$ cat src/rtl/rom_boot_loader.sv
`default_nettype none
// ============================================================================
// Module : rom_boot_loader
// Brief  : Packs a byte-stream program image into 32-bit words, writes them to
//          the instruction ROM from address 0, then releases CPU reset.
// Rev    : 1.0  initial release
// ============================================================================
module rom_boot_loader #(
    parameter int ADDR_W      = 12,
    parameter int DEPTH       = 4096,
    parameter int RELEASE_DLY = 4
) (
    input  logic              clk,
    input  logic              rst,
    input  logic              start,
    input  logic              in_valid,
    input  logic [7:0]        in_data,
    input  logic              in_last,
    output logic              in_ready,
    output logic              rom_we,
    output logic [ADDR_W-1:0] rom_addr,
    output logic [31:0]       rom_wdata,
    output logic              cpu_rst_n,
    output logic              busy,
    output logic              done,
    output logic              overflow,
    output logic [ADDR_W:0]   word_cnt
);

    localparam logic [1:0] c_st_load  = 2'd0;
    localparam logic [1:0] c_st_write = 2'd1;
    localparam logic [1:0] c_st_done  = 2'd2;

    localparam int                 c_dly_w    = $clog2(RELEASE_DLY + 1);
    localparam logic [ADDR_W:0]    c_depth    = (ADDR_W + 1)'(DEPTH);
    localparam logic [c_dly_w-1:0] c_dly_init = c_dly_w'(RELEASE_DLY);
    localparam logic [c_dly_w-1:0] c_dly_one  = c_dly_w'(1);

    logic [1:0]         r_state;
    logic [1:0]         r_byte_idx;
    logic [31:0]        r_word;
    logic               r_last;
    logic [c_dly_w-1:0] r_dly;
    logic               r_in_ready;
    logic               r_rom_we;
    logic [ADDR_W-1:0]  r_rom_addr;
    logic [31:0]        r_rom_wdata;
    logic               r_cpu_rst_n;
    logic               r_busy;
    logic               r_done;
    logic               r_overflow;
    logic [ADDR_W:0]    r_word_cnt;

    logic               w_accept;
    logic               w_word_end;
    logic [31:0]        w_packed;
    logic [1:0]         w_state_nxt;

    assign w_accept   = in_valid & r_in_ready;
    assign w_word_end = w_accept & ((r_byte_idx == 2'd3) | in_last);

    // Upper bytes of r_word are always zero here, so a short word pads itself.
    always_comb begin
        w_packed = r_word;
        w_packed[{r_byte_idx, 3'b000} +: 8] = in_data;
    end

    always_comb begin
        w_state_nxt = r_state;
        case (r_state)
            c_st_load:  if (w_word_end) w_state_nxt = c_st_write;
            c_st_write: w_state_nxt = r_last ? c_st_done : c_st_load;
            c_st_done:  if (start) w_state_nxt = c_st_load;
            default:    w_state_nxt = c_st_load;
        endcase
    end

    always_ff @(posedge clk) begin
        if (rst) begin
            r_state     <= c_st_load;
            r_byte_idx  <= 2'd0;
            r_word      <= 32'd0;
            r_last      <= 1'b0;
            r_dly       <= '0;
            r_in_ready  <= 1'b1;
            r_rom_we    <= 1'b0;
            r_rom_addr  <= '0;
            r_rom_wdata <= 32'd0;
            r_cpu_rst_n <= 1'b0;
            r_busy      <= 1'b1;
            r_done      <= 1'b0;
            r_overflow  <= 1'b0;
            r_word_cnt  <= '0;
        end else begin
            r_state    <= w_state_nxt;
            r_in_ready <= (w_state_nxt == c_st_load);
            r_busy     <= (w_state_nxt != c_st_done);
            r_done     <= (w_state_nxt == c_st_done);
            r_rom_we   <= 1'b0;
            case (r_state)
                c_st_load: begin
                    if (w_accept) begin
                        r_word     <= w_packed;
                        r_byte_idx <= r_byte_idx + 2'd1;
                    end
                    // Write port is loaded one cycle early so the strobe is a flop.
                    if (w_word_end) begin
                        r_last      <= in_last;
                        r_rom_we    <= (r_word_cnt != c_depth);
                        r_rom_addr  <= r_word_cnt[ADDR_W-1:0];
                        r_rom_wdata <= w_packed;
                    end
                end
                c_st_write: begin
                    r_word     <= 32'd0;
                    r_byte_idx <= 2'd0;
                    r_dly      <= c_dly_init;
                    if (r_word_cnt == c_depth) begin
                        r_overflow <= 1'b1;
                    end else begin
                        r_word_cnt <= r_word_cnt + (ADDR_W + 1)'(1);
                    end
                end
                c_st_done: begin
                    if (start) begin
                        r_overflow  <= 1'b0;
                        r_word_cnt  <= '0;
                        r_byte_idx  <= 2'd0;
                        r_word      <= 32'd0;
                        r_last      <= 1'b0;
                        r_cpu_rst_n <= 1'b0;
                    end else if (r_dly != '0) begin
                        r_dly <= r_dly - c_dly_one;
                        if (r_dly == c_dly_one) r_cpu_rst_n <= 1'b1;
                    end
                end
                default: ;
            endcase
        end
    end

    assign in_ready  = r_in_ready;
    assign rom_we    = r_rom_we;
    assign rom_addr  = r_rom_addr;
    assign rom_wdata = r_rom_wdata;
    assign cpu_rst_n = r_cpu_rst_n;
    assign busy      = r_busy;
    assign done      = r_done;
    assign overflow  = r_overflow;
    assign word_cnt  = r_word_cnt;

endmodule
`default_nettype wire

$ cat config.mk
export PLATFORM = sky130hd
export DESIGN_NAME = rom_boot_loader
export DESIGN_NICKNAME = d
export VERILOG_FILES = /design/src/rtl/rom_boot_loader.sv
export SDC_FILE = /design/constraint.sdc
export NUM_CORES = 1
export LEC_CHECK = 0
export BUFFER_PORTS_ARGS = -buffer_cell sky130_fd_sc_hd__buf_2
export CORE_AREA = 2 2 88 111
export CTS_CLUSTER_DIAMETER = 50
export DETAILED_ROUTE_END_ITERATION = 8
export DIE_AREA = 0 0 90 113
export GPL_TIMING_DRIVEN = 0
export HOLD_SLACK_MARGIN = 0.08
export PLACE_DENSITY = 0.78
export SLEW_MARGIN = 10
export SYNTH_ARGS = -nofsm -noshare
export SYNTH_HDL_FRONTEND = slang
export SYNTH_SLANG_ARGS = --single-unit
export TNS_END_PERCENT = 100
$ cat constraint.sdc
create_clock -name clk -period 2.8 [get_ports clk]
set_input_delay 0.28 -clock clk [delete_from_list [all_inputs] [get_ports clk]]
set_output_delay 0.28 -clock clk [all_outputs]
set_load 0.1 [all_outputs]
==> flow_summary.yaml, run 1 <==
routing:
  routed_wl_mm: 13.02
  top_layer: "met4"
  dr.pass1.iters: 5
  drc: 0
  dr.first_iter.drc_count: 221
  met2_length_mm: 6.925
  wl_met3_um: 572
  wire_per_inst_um: 16.59
  num_vias: 4454
  ant_nets: 0
  wl_met1_mm: 5.144
  viasPerCell: 5.674
sta:
  holdWs_ns: 0.2684
  clock.fmax_mhz: 433.9
  tightest_slew_ns: 0.7470
  finClkSkew_ns: 0.01072
  fin_crit_ns: 2.305
  finalHoldViolations: 0
  rsz0062_at_grt: "false"
  slew_headroom: 0.5020
  slew_viol_final: 0
  setup_viol_count_final: 0
  setup_slack_ns: 0.4953
  period_share: 0.8231
  fin_tns_setup_ns: 0
critical_path:
  cp.buffers_inverters: 3
  arrival_ns: 2.58
  slowest_stage: "dfxtp_1"
  reg2reg_setup_slack_ns: 0.50
  cp_top_family: "buffers and inverters"
  reg2reg_depth: 8
  cp-startpoint: "r_byte_idx[0]"
  rr_startpoint: "r_byte_idx[0]"
  worstSetupEndpointType: "flip-flop"
  cp.required_ns: 3.07
  crit_fanout: 10
  cp-start-kind: "flip-flop"
  worstSetupPathType: "reg -> reg"
  crit_end: "rom_wdata[12]"
  cp.depth: 8
  worstPathCellList: "inv_1 > ha_1 > or3b_1 > buf_2 > buf_6 > o32ai_2 > nand2_1 > a21oi_1"
  reg2reg_to: "rom_wdata[12]"
  cpPeakStageDelay_ns: 0.46
worst_hold_path:
  min_path_type: "in -> reg"
die:
  pin_count: 76
  start_util: 0.5367
  die_w_um: 90
  core-area_um2: 9076
  die_area_um2: 10170
  die_h_um: 113
  row_count: 39
clock_tree:
  cts.sinks: 103
  cts_tree: "built"
  cts-buffers-inserted: 9
  ctsHoldBuffers: 0
  cts_root_buf: "clkbuf_16"
  clkTransAtPathRegs_ns: 0.07
  cts_resized: 0
  post_cts_buffers: 0
  htree_levels: 3
  clk_latency_ns: 0.35
  cts_buffer_depth: 2
place:
  place_ws_ns: 0.5161
  place_area_um2: 5400
  gp_congestion: 0.9105
  portBuffers: 75
  dp.final_hpwl_mm: 9.618
power:
  power.density_nw_per_um2: 612.2
  leakagePower_nw: 2.225
  ir_worst_vdd_v: 0.0003657
  p_int_w: 0.002510
  switching_power_w: 0.001008
  switching_share: 0.2865
  pwr-share-clk: 0.411
  pwr-share-seq: 0.435
  comb_power_share: 0.154
logic_synthesis:
  synth_edf_count: 0
  synth.avg_cell_area_um2: 8.531
  synth_top_area_frac: 0.4233
  syn_inst: 571
  synth.distinct_cells: 57
  synth-seq-cells: 103
  syn-num-nets: 598
  synth_area_leaders: "dfxtp_1 (42%), nand2_1 (7.2%), a21oi_1 (6.4%)"
  post-synth-top-area-cell: "dfxtp_1"
  ys_seq_area_frac: 0.4233
  yosysWarnings: 0
  async_flop_share: 0
  syn_area_um2: 4871
  synth_flop_cell: "dfxtp_1"
final_layout:
  antenna_cells: 0
  fill_cells: 825
  final_layout_size_suffix_gt1_frac: 0.2251
  stdcell_area_um2: 5746
  fin_util: 0.6330
  fin_nets: 684
  syn2layout_area_growth_pct: 17.96
job:
  maxCapViolCount: 0
run_status:
  status: "finished, final reports clean"
global_route:
  grt_pass1_wl_mm: 21.37
  gr-usage-all-layers: 0.2613
  first_global_vias: 4403
  grt_max_degree: 18
  antenna_found_initial: 0
  grt_overflow: 0
==> how the worst min path moves through the flow <==
stage	start	end	slack (ns)	cells after the start
floorplan	r_word[0]	r_word[0]	0.43	2
global placement	r_word[1]	r_word[1]	0.43	2
detailed placement	rom_wdata[24]	rom_wdata[24]	0.44	2
CTS	start	overflow	0.26	4
global route	start	overflow	0.29	4
finish	start	overflow	0.27	4
==> power by group through the flow <==
stage | clock network [W] | logic, W | registers [W]
4_1_cts | 0.00145 | 0.000539 | 0.00153
6_report | 0.00145 | 0.000541 | 0.00153
5_1_grt | 0.00152 | 0.000581 | 0.00154
2_1_floorplan | 0 | 0.000278 | 0.00169
3_3_place_gp | 0 | 0.000525 | 0.00156
3_5_place_dp | 0 | 0.000537 | 0.00156
==> worst reg2reg max path, cell delays in order, from the launching register on <==
cell and delay, ns:
dfxtp_1 0.46, inv_1 0.15, ha_1 0.35, or3b_1 0.36, buf_2 0.18, buf_6 0.17
o32ai_2 0.32, nand2_1 0.09, a21oi_1 0.15
==> cell families after synthesis <==
| logic type | Yosys count | share of synthesized area |
|---|---|---|
| flops | 103 | 0.4233 |
| fa+ha+maj | 14 | 0.03596 |
| compound gates | 159 | 0.2504 |
| mux | 2 | 0.004110 |
| simple gates | 201 | 0.2004 |
| buf+inv | 92 | 0.08579 |
==> per-layer routing <==
metal,up-vias,GRT usage
met5,-,0
met1,2123,0.2831
li1,2167,-
met4,0,0.1149
met2,130,0.4817
met3,34,0.06458
==> metrics by stage <==
| step | std cells | total power, W |
|---|---|---|
| 6_report | 785 | 0.003517 |
| 5_1_grt | 785 | 0.003640 |
| 4_1_cts | 785 | 0.003524 |
| 3_5_place_dp | 769 | 0.002101 |
| 3_3_place_gp | 769 | 0.002087 |
| 2_1_floorplan | 571 | 0.001968 |
==> area by class of cell <==
type	instances	area, um2	area share
Timing Repair Buffer	75	375.4	0.06533
Buffer	46	245.2	0.04268
Sequential cell	103	2062	0.3589
Tap cell	123	153.9	0.02679
Clock buffer	9	225.2	0.03920
Multi-Input combinational cell	376	2391	0.4162
Inverter	46	172.7	0.03005
Clock inverter	7	120.1	0.02091
==> cells in the mapped netlist, drive strengths merged (6+ instances only) <==
cell,count
dfxtp,103
nand2,93
a21oi,62
inv,46
nor2,42
buf,29
a22oi,24
o32ai,24
clkbuf,17
ha,14
nor3,11
a211oi,9
nor2b,9
or3,8
nand3,7
o21ai,7
nand2b,6
==> registers in the layout (all words and copies together), names as in the netlist, 2 cells and up <==
name,flops
r_word,32
rom_wdata,32
word_cnt,13
rom_addr,12
r_dly,3
r_byte_idx,2
r_state,2
==> layout by cell type, fill, tap and decap left out, types with 3 or more instances in the layout <==
| master | netlist | routed |
|---|---|---|
| dfxtp_1 | 103 | 103 |
| buf_2 | 21 | 96 |
| nand2_1 | 93 | 93 |
| a21oi_1 | 62 | 62 |
| inv_1 | 46 | 46 |
| nor2_1 | 41 | 41 |
| a22oi_1 | 24 | 24 |
| o32ai_2 | 18 | 18 |
| clkbuf_1 | 16 | 16 |
| ha_1 | 14 | 14 |
| nor3_1 | 10 | 10 |
| nor2b_1 | 9 | 9 |
| a211oi_1 | 9 | 9 |
| clkbuf_16 | 0 | 9 |
| or3_1 | 8 | 8 |
| o21ai_0 | 7 | 7 |
| nand3_1 | 7 | 7 |
| nand2b_1 | 6 | 6 |
| o32ai_1 | 6 | 6 |
| buf_6 | 5 | 5 |
| and3_1 | 4 | 4 |
| a31oi_1 | 4 | 4 |
| nand4_1 | 3 | 3 |
| a31o_2 | 3 | 3 |
| a311oi_1 | 3 | 3 |
| or3b_1 | 3 | 3 |
| nor4_1 | 3 | 3 |
| o211ai_1 | 3 | 3 |
| bufinv_16 | 0 | 3 |
Power figures use the tool's default switching activity.
==> inputs of run 2 (changes only) <==
--- a/config.mk
+++ b/config.mk
@@ -6,13 +6,13 @@
 export NUM_CORES = 1
 export LEC_CHECK = 0
 export BUFFER_PORTS_ARGS = -buffer_cell sky130_fd_sc_hd__buf_2
-export CORE_AREA = 2 2 88 111
+export CORE_AREA = 2 2 91 115
 export CTS_CLUSTER_DIAMETER = 50
 export DETAILED_ROUTE_END_ITERATION = 8
-export DIE_AREA = 0 0 90 113
+export DIE_AREA = 0 0 93 117
 export GPL_TIMING_DRIVEN = 0
 export HOLD_SLACK_MARGIN = 0.08
-export PLACE_DENSITY = 0.78
+export PLACE_DENSITY = 0.76
 export SLEW_MARGIN = 10
 export SYNTH_ARGS = -nofsm -noshare
 export SYNTH_HDL_FRONTEND = slang
==> constraint.sdc (replaced) <==
create_clock -name clk -period 1.9 [get_ports clk]
set_input_delay 0.19 -clock clk [delete_from_list [all_inputs] [get_ports clk]]
set_output_delay 0.19 -clock clk [all_outputs]
set_load 0.1 [all_outputs]
==> run 2 against run 1 <==
Effect of this change:
- the flow now finishes with violations (setup timing)
- power is 53% higher
- sequential cell count stayed put
- largest power group unchanged
- sequential power is 48% higher
- core utilization is 1.9 points higher
- non-clock buffer count is 7 higher
- global-route usage is 1.2 points lower
- first-iteration DRC count is 56% higher
- clock-buffer cell count is 3 higher
- design area is 12% higher
- final cell count is 1.7% higher
- critical path type unchanged
==> flow_summary.yaml, run 2 (synthesized netlist as in run 1, its figures left out) <==
critical_path:
  cp.buffers_inverters: 3
  worstSetupPathType: "reg -> reg"
  slowest_stage: "dfxtp_4"
  cp-start-kind: "flip-flop"
  worstSetupEndpointType: "flip-flop"
  crit_fanout: 8
  cp.required_ns: 2.17
  cp_top_family: "simple AND/OR/NAND/NOR gates"
  cpPeakStageDelay_ns: 0.38
  arrival_ns: 2.26
  reg2reg_setup_slack_ns: -0.08
  worstPathCellList: "inv_4 > ha_4 > or3b_1 > buf_6 > clkbuf_16 > o32ai_4 > nand2_1 > a21oi_1"
global_route:
  grt_use_met2: 0.4594
  gr-usage-all-layers: 0.2498
  first_global_vias: 4494
  grt_max_degree: 17
  met3_usage: 0.04225
  antenna_found_initial: 0
  grt.busiest_layer: "met2"
  grt_overflow: 0
  gr-usage-met1: 0.2778
  grt_pass1_wl_mm: 21.48
run_status:
  status: "complete, but fails checks"
  violations: "setup timing"
place:
  dp.final_hpwl_mm: 9.458
  gp_congestion: 0.9177
  dp.cells: 775
  portBuffers: 75
sta:
  finClkSkew_ns: 0.006674
  slew_viol_final: 0
  clock.fmax_mhz: 503.8
  fin_tns_setup_ns: -0.6112
  setup_slack_ns: -0.08493
  fin_crit_ns: 1.985
  period_share: 1.045
  rsz0062_at_grt: "true"
  finalHoldViolations: 0
  slew_headroom: 0.4738
  tightest_slew_ns: 0.7894
  setup_viol_count_final: 21
clock_tree:
  htree_levels: 3
  cts_root_buf: "clkbuf_16"
  clk_latency_ns: 0.35
  cts-buffers-inserted: 9
  cts_buffer_depth: 2
  cts.sinks: 103
  clkTransAtPathRegs_ns: 0.07
  ctsHoldBuffers: 0
  cts_tree: "built"
job:
  maxCapViolCount: 0
routing:
  dr.first_iter.drc_count: 345
  dr.pass1.iters: 5
  ant_nets: 0
  wire_per_inst_um: 18.48
  num_vias: 4741
  viasPerCell: 5.941
  routed_wl_mm: 14.75
  drc: 0
power:
  pwr-share-seq: 0.420
  comb_power_share: 0.190
  switching_share: 0.2957
  power.density_nw_per_um2: 837.1
  pwr-share-clk: 0.390
  p_int_w: 0.003788
  leakagePower_nw: 2.380
  ir_worst_vdd_v: 0.0004964
  switching_power_w: 0.001590
die:
  die_h_um: 117
  start_util: 0.4945
  die_area_um2: 10880
  row_count: 41
  core-area_um2: 9849
  die_w_um: 93
  pin_count: 76
final_layout:
  most-common-layout-cells: "nand2_1 (91), dfxtp_1 (85), buf_2 (80)"
  fin_nets: 691
  instances_no_fill: 798
  final_common_cell: "nand2_1"
  syn2layout_area_growth_pct: 31.90
  antenna_cells: 0
  final_layout_size_suffix_gt1_frac: 0.3274
worst_hold_path:
  min_path_type: "in -> reg"
-- run 2: cell type report --
type / instances / area, um2
Inverter: 46 / 177.7
Tap cell: 129 / 161.4
Sequential cell: 103 / 2097
Fill cell: 765 / 3425
Multi-Input combinational cell: 376 / 2846
Buffer: 42 / 321.6
Clock buffer: 12 / 267.8
Timing Repair Buffer: 86 / 479.2
Clock inverter: 4 / 73.82
-- run 2: worst register-to-register path, stage by stage (launching register included) --
cell and delay [ns]:
dfxtp_4 0.38, inv_4 0.05, ha_4 0.27, or3b_1 0.36, buf_6 0.17, clkbuf_16 0.18, o32ai_4 0.26, nand2_1 0.12
a21oi_1 0.13
-- run 2: timing repair --
action,CTS,global route
resized for setup,41,73
gates cloned,0,1
buffers inserted,5,5
setup endpoints to repair,68,91
pin swaps,21,21
-- run 2: power groups by stage --
stage / registers (W) / clock network [W] / logic, W
5_1_grt: 0.00226 / 0.00219 / 0.00108
3_3_place_gp: 0.00230 / 0 / 0.000777
4_1_cts: 0.00225 / 0.00210 / 0.000886
3_5_place_dp: 0.00230 / 0 / 0.000793
2_1_floorplan: 0.00249 / 0 / 0.000409
6_report: 0.00226 / 0.00210 / 0.00102
-- run 2: worst paths after layout --
| check | from | endpoint | cells past startpoint |
|---|---|---|---|
| setup / recovery | r_byte_idx[1] | rom_wdata[12] | 8 |
| hold / removal | start | overflow | 4 |
| setup reg to reg | r_byte_idx[1] | rom_wdata[12] | 8 |
| hold reg to reg | r_word[3] | r_word[3] | 2 |
-- run 2: metal layers --
metal | routed length, um | share of wire
met4 | 703 | 0.048
met3 | 739 | 0.050
met2 | 7624 | 0.52
met1 | 5682 | 0.39
met5 | 0 | 0
-- run 2: through the flow --
stage	cell area [um2]	worst slack [ns]	total power [W]	utilization	hold WS, ns
after floorplan	4895	0.03118	0.002902	-	0.3876
after global placement	5431	-0.2088	0.003079	0.5514	0.4327
after detailed placement	5431	-0.3426	0.003098	0.5514	0.4436
after CTS	6046	-0.03105	0.005237	0.6138	0.1950
after global routing	6425	-0.1404	0.005532	0.6523	0.2477
final	6425	-0.08493	0.005378	0.6523	0.2017
==> inputs of run 3 (changes only) <==
--- a/config.mk
+++ b/config.mk
@@ -11,10 +11,9 @@
 export DETAILED_ROUTE_END_ITERATION = 8
 export DIE_AREA = 0 0 93 117
 export GPL_TIMING_DRIVEN = 0
-export HOLD_SLACK_MARGIN = 0.08
 export PLACE_DENSITY = 0.76
 export SLEW_MARGIN = 10
 export SYNTH_ARGS = -nofsm -noshare
 export SYNTH_HDL_FRONTEND = slang
 export SYNTH_SLANG_ARGS = --single-unit
-export TNS_END_PERCENT = 100
+export TNS_END_PERCENT = 1
==> run 3 against run 2 <==
Effect of this change:
- the run still ends with setup timing left
- final cell count decreased by 0.75%
- core utilization decreased by 3.1 points
- first-iteration DRC count decreased by 20%
- power decreased by 6.3%
- die area unchanged
- sequential share of layout area increased by 1.6 points
- sequential cell count unchanged
- worst hold slack improved by 0.010 ns
- clock skew increased by 0.0016 ns
- critical path depth increased by 1
- clock-buffer cell count increased by 1
==> flow_summary.yaml, run 3 (synthesized netlist as in run 1, its figures left out) <==
sta:
  clock.fmax_mhz: 507.7
  slew_headroom: 0.5410
  holdWs_ns: 0.2120
  finalHoldViolations: 0
  period_share: 1.037
  slew_viol_final: 0
  finClkSkew_ns: 0.008243
  setup_slack_ns: -0.06980
  setup_viol_count_final: 18
  rsz0062_at_grt: "true"
  fin_crit_ns: 1.970
  tightest_slew_ns: 0.6885
  fin_tns_setup_ns: -0.4893
place:
  dp.final_hpwl_mm: 9.610
  gp_congestion: 0.9245
  place_area_um2: 5430
  portBuffers: 75
final_layout:
  final_common_cell: "nand2_1"
  antenna_cells: 0
  fin_nets: 685
  most-common-layout-cells: "nand2_1 (90), buf_2 (85), dfxtp_1 (85)"
  fin_util: 0.6216
  stdcell_area_um2: 6122
  syn2layout_area_growth_pct: 25.69
  final_layout_size_suffix_gt1_frac: 0.3062
power:
  switching_share: 0.3083
  p_int_w: 0.003484
  leakagePower_nw: 2.292
  comb_power_share: 0.187
  ir_worst_vdd_v: 0.0004638
  pwr-share-clk: 0.365
  power.density_nw_per_um2: 822.8
  pwr-share-seq: 0.448
  p_total_w: 0.005037
  switching_power_w: 0.001553
run_status:
  violations: "setup timing"
  status: "complete, but fails checks"
clock_tree:
  clkTransAtPathRegs_ns: 0.07
  cts-buffers-inserted: 9
  htree_levels: 3
  cts.sinks: 103
  cts_buffer_depth: 2
  cts_root_buf: "clkbuf_16"
  cts_tree: "built"
  clk_latency_ns: 0.35
die:
  row_count: 41
  core-area_um2: 9849
  die_h_um: 117
  pin_count: 76
  die_area_um2: 10880
  die_w_um: 93
  start_util: 0.4945
critical_path:
  worstPathCellList: "inv_1 > ha_1 > buf_2 > nand2b_1 > a21o_1 > buf_4 > buf_4 > a22oi_1 > nor2_1"
  cp_top_family: "buffers and inverters"
  slowest_stage: "dfxtp_4"
  arrival_ns: 2.19
  cpMostUsedCell: "buf_4"
  worstSetupPathType: "reg -> reg"
  cp-start-kind: "flip-flop"
  worstSetupEndpointType: "flip-flop"
  cp.buffers_inverters: 4
  crit_fanout: 10
  cp.required_ns: 2.12
  cpPeakStageDelay_ns: 0.37
routing:
  ant_nets: 0
  dr.first_iter.drc_count: 277
  dr.pass1.iters: 5
  drc: 0
  viasPerCell: 5.795
  routed_wl_mm: 14.06
  wire_per_inst_um: 17.75
  num_vias: 4590
global_route:
  grt_overflow: 0
  gr-usage-all-layers: 0.2478
  first_global_vias: 4462
  antenna_found_initial: 0
  grt_pass1_wl_mm: 21.13
  grt_max_degree: 17
job:
  maxCapViolCount: 0
worst_hold_path:
  min_path_type: "in -> reg"
[run 3: cell count changes in the layout (fill, tap and decap cells not counted), sizes merged]
cell    change
bufinv      -2
inv         +1
clkbuf      -2
buf         -3
[run 3: layer usage]
metal,part of all wire,track usage
met3,0.049,0.04609
met2,0.52,0.4522
met4,0.048,0.1333
met5,0,0
met1,0.38,0.2730
[run 3: final timing paths]
| check | from | end | slack, ns | cells past startpoint |
|---|---|---|---|---|
| setup / recovery | r_state[0] | r_word[31] | -0.07 | 9 |
| hold / removal | start | overflow | 0.21 | 4 |
| setup reg to reg | r_state[0] | r_word[31] | -0.07 | 9 |
| hold reg to reg | r_word[4] | r_word[4] | 0.45 | 2 |
[run 3: repair_timing]
action / CTS / global route
hold buffers: 0 / 0
cloned: 0 / 1
setup endpoints to repair: 83 / 86
buffers inserted: 3 / 1
gates resized for setup: 35 / 44
pin swaps: 6 / 23
[run 3: power groups by stage]
stage / clock, W / combinational (W) / sequential (W)
floorplan: 0 / 0.000409 / 0.00249
global placement: 0 / 0.000777 / 0.00230
detailed placement: 0 / 0.000793 / 0.00231
CTS: 0.00185 / 0.000858 / 0.00226
global route: 0.00194 / 0.00100 / 0.00226
finish: 0.00184 / 0.000942 / 0.00226
[run 3: worst min-delay path, delay by kind of cell]
family,cells,cell delay (ns)
and+or+nand+nor,2,0.14
buffers and inverters,1,0.12
AOI/OAI and AO/OA,1,0.06
[run 3: metrics by stage]
step           instances  setup slack, ns
2_1_floorplan        571         -0.02921
5_1_grt              792          -0.1308
4_1_cts              793         -0.02950
6_report             792         -0.06980
3_3_place_gp         775          -0.2763
3_5_place_dp         775          -0.3160
[run 3: area by class of cell]
class,count,area [um2]
Fill cell,858,3727
Multi-Input combinational cell,376,2695
Sequential cell,103,2095
Timing Repair Buffer,80,430.4
Buffer,42,274.0
Clock buffer,13,270.3
Inverter,46,172.7
Tap cell,129,161.4
Clock inverter,3,23.77
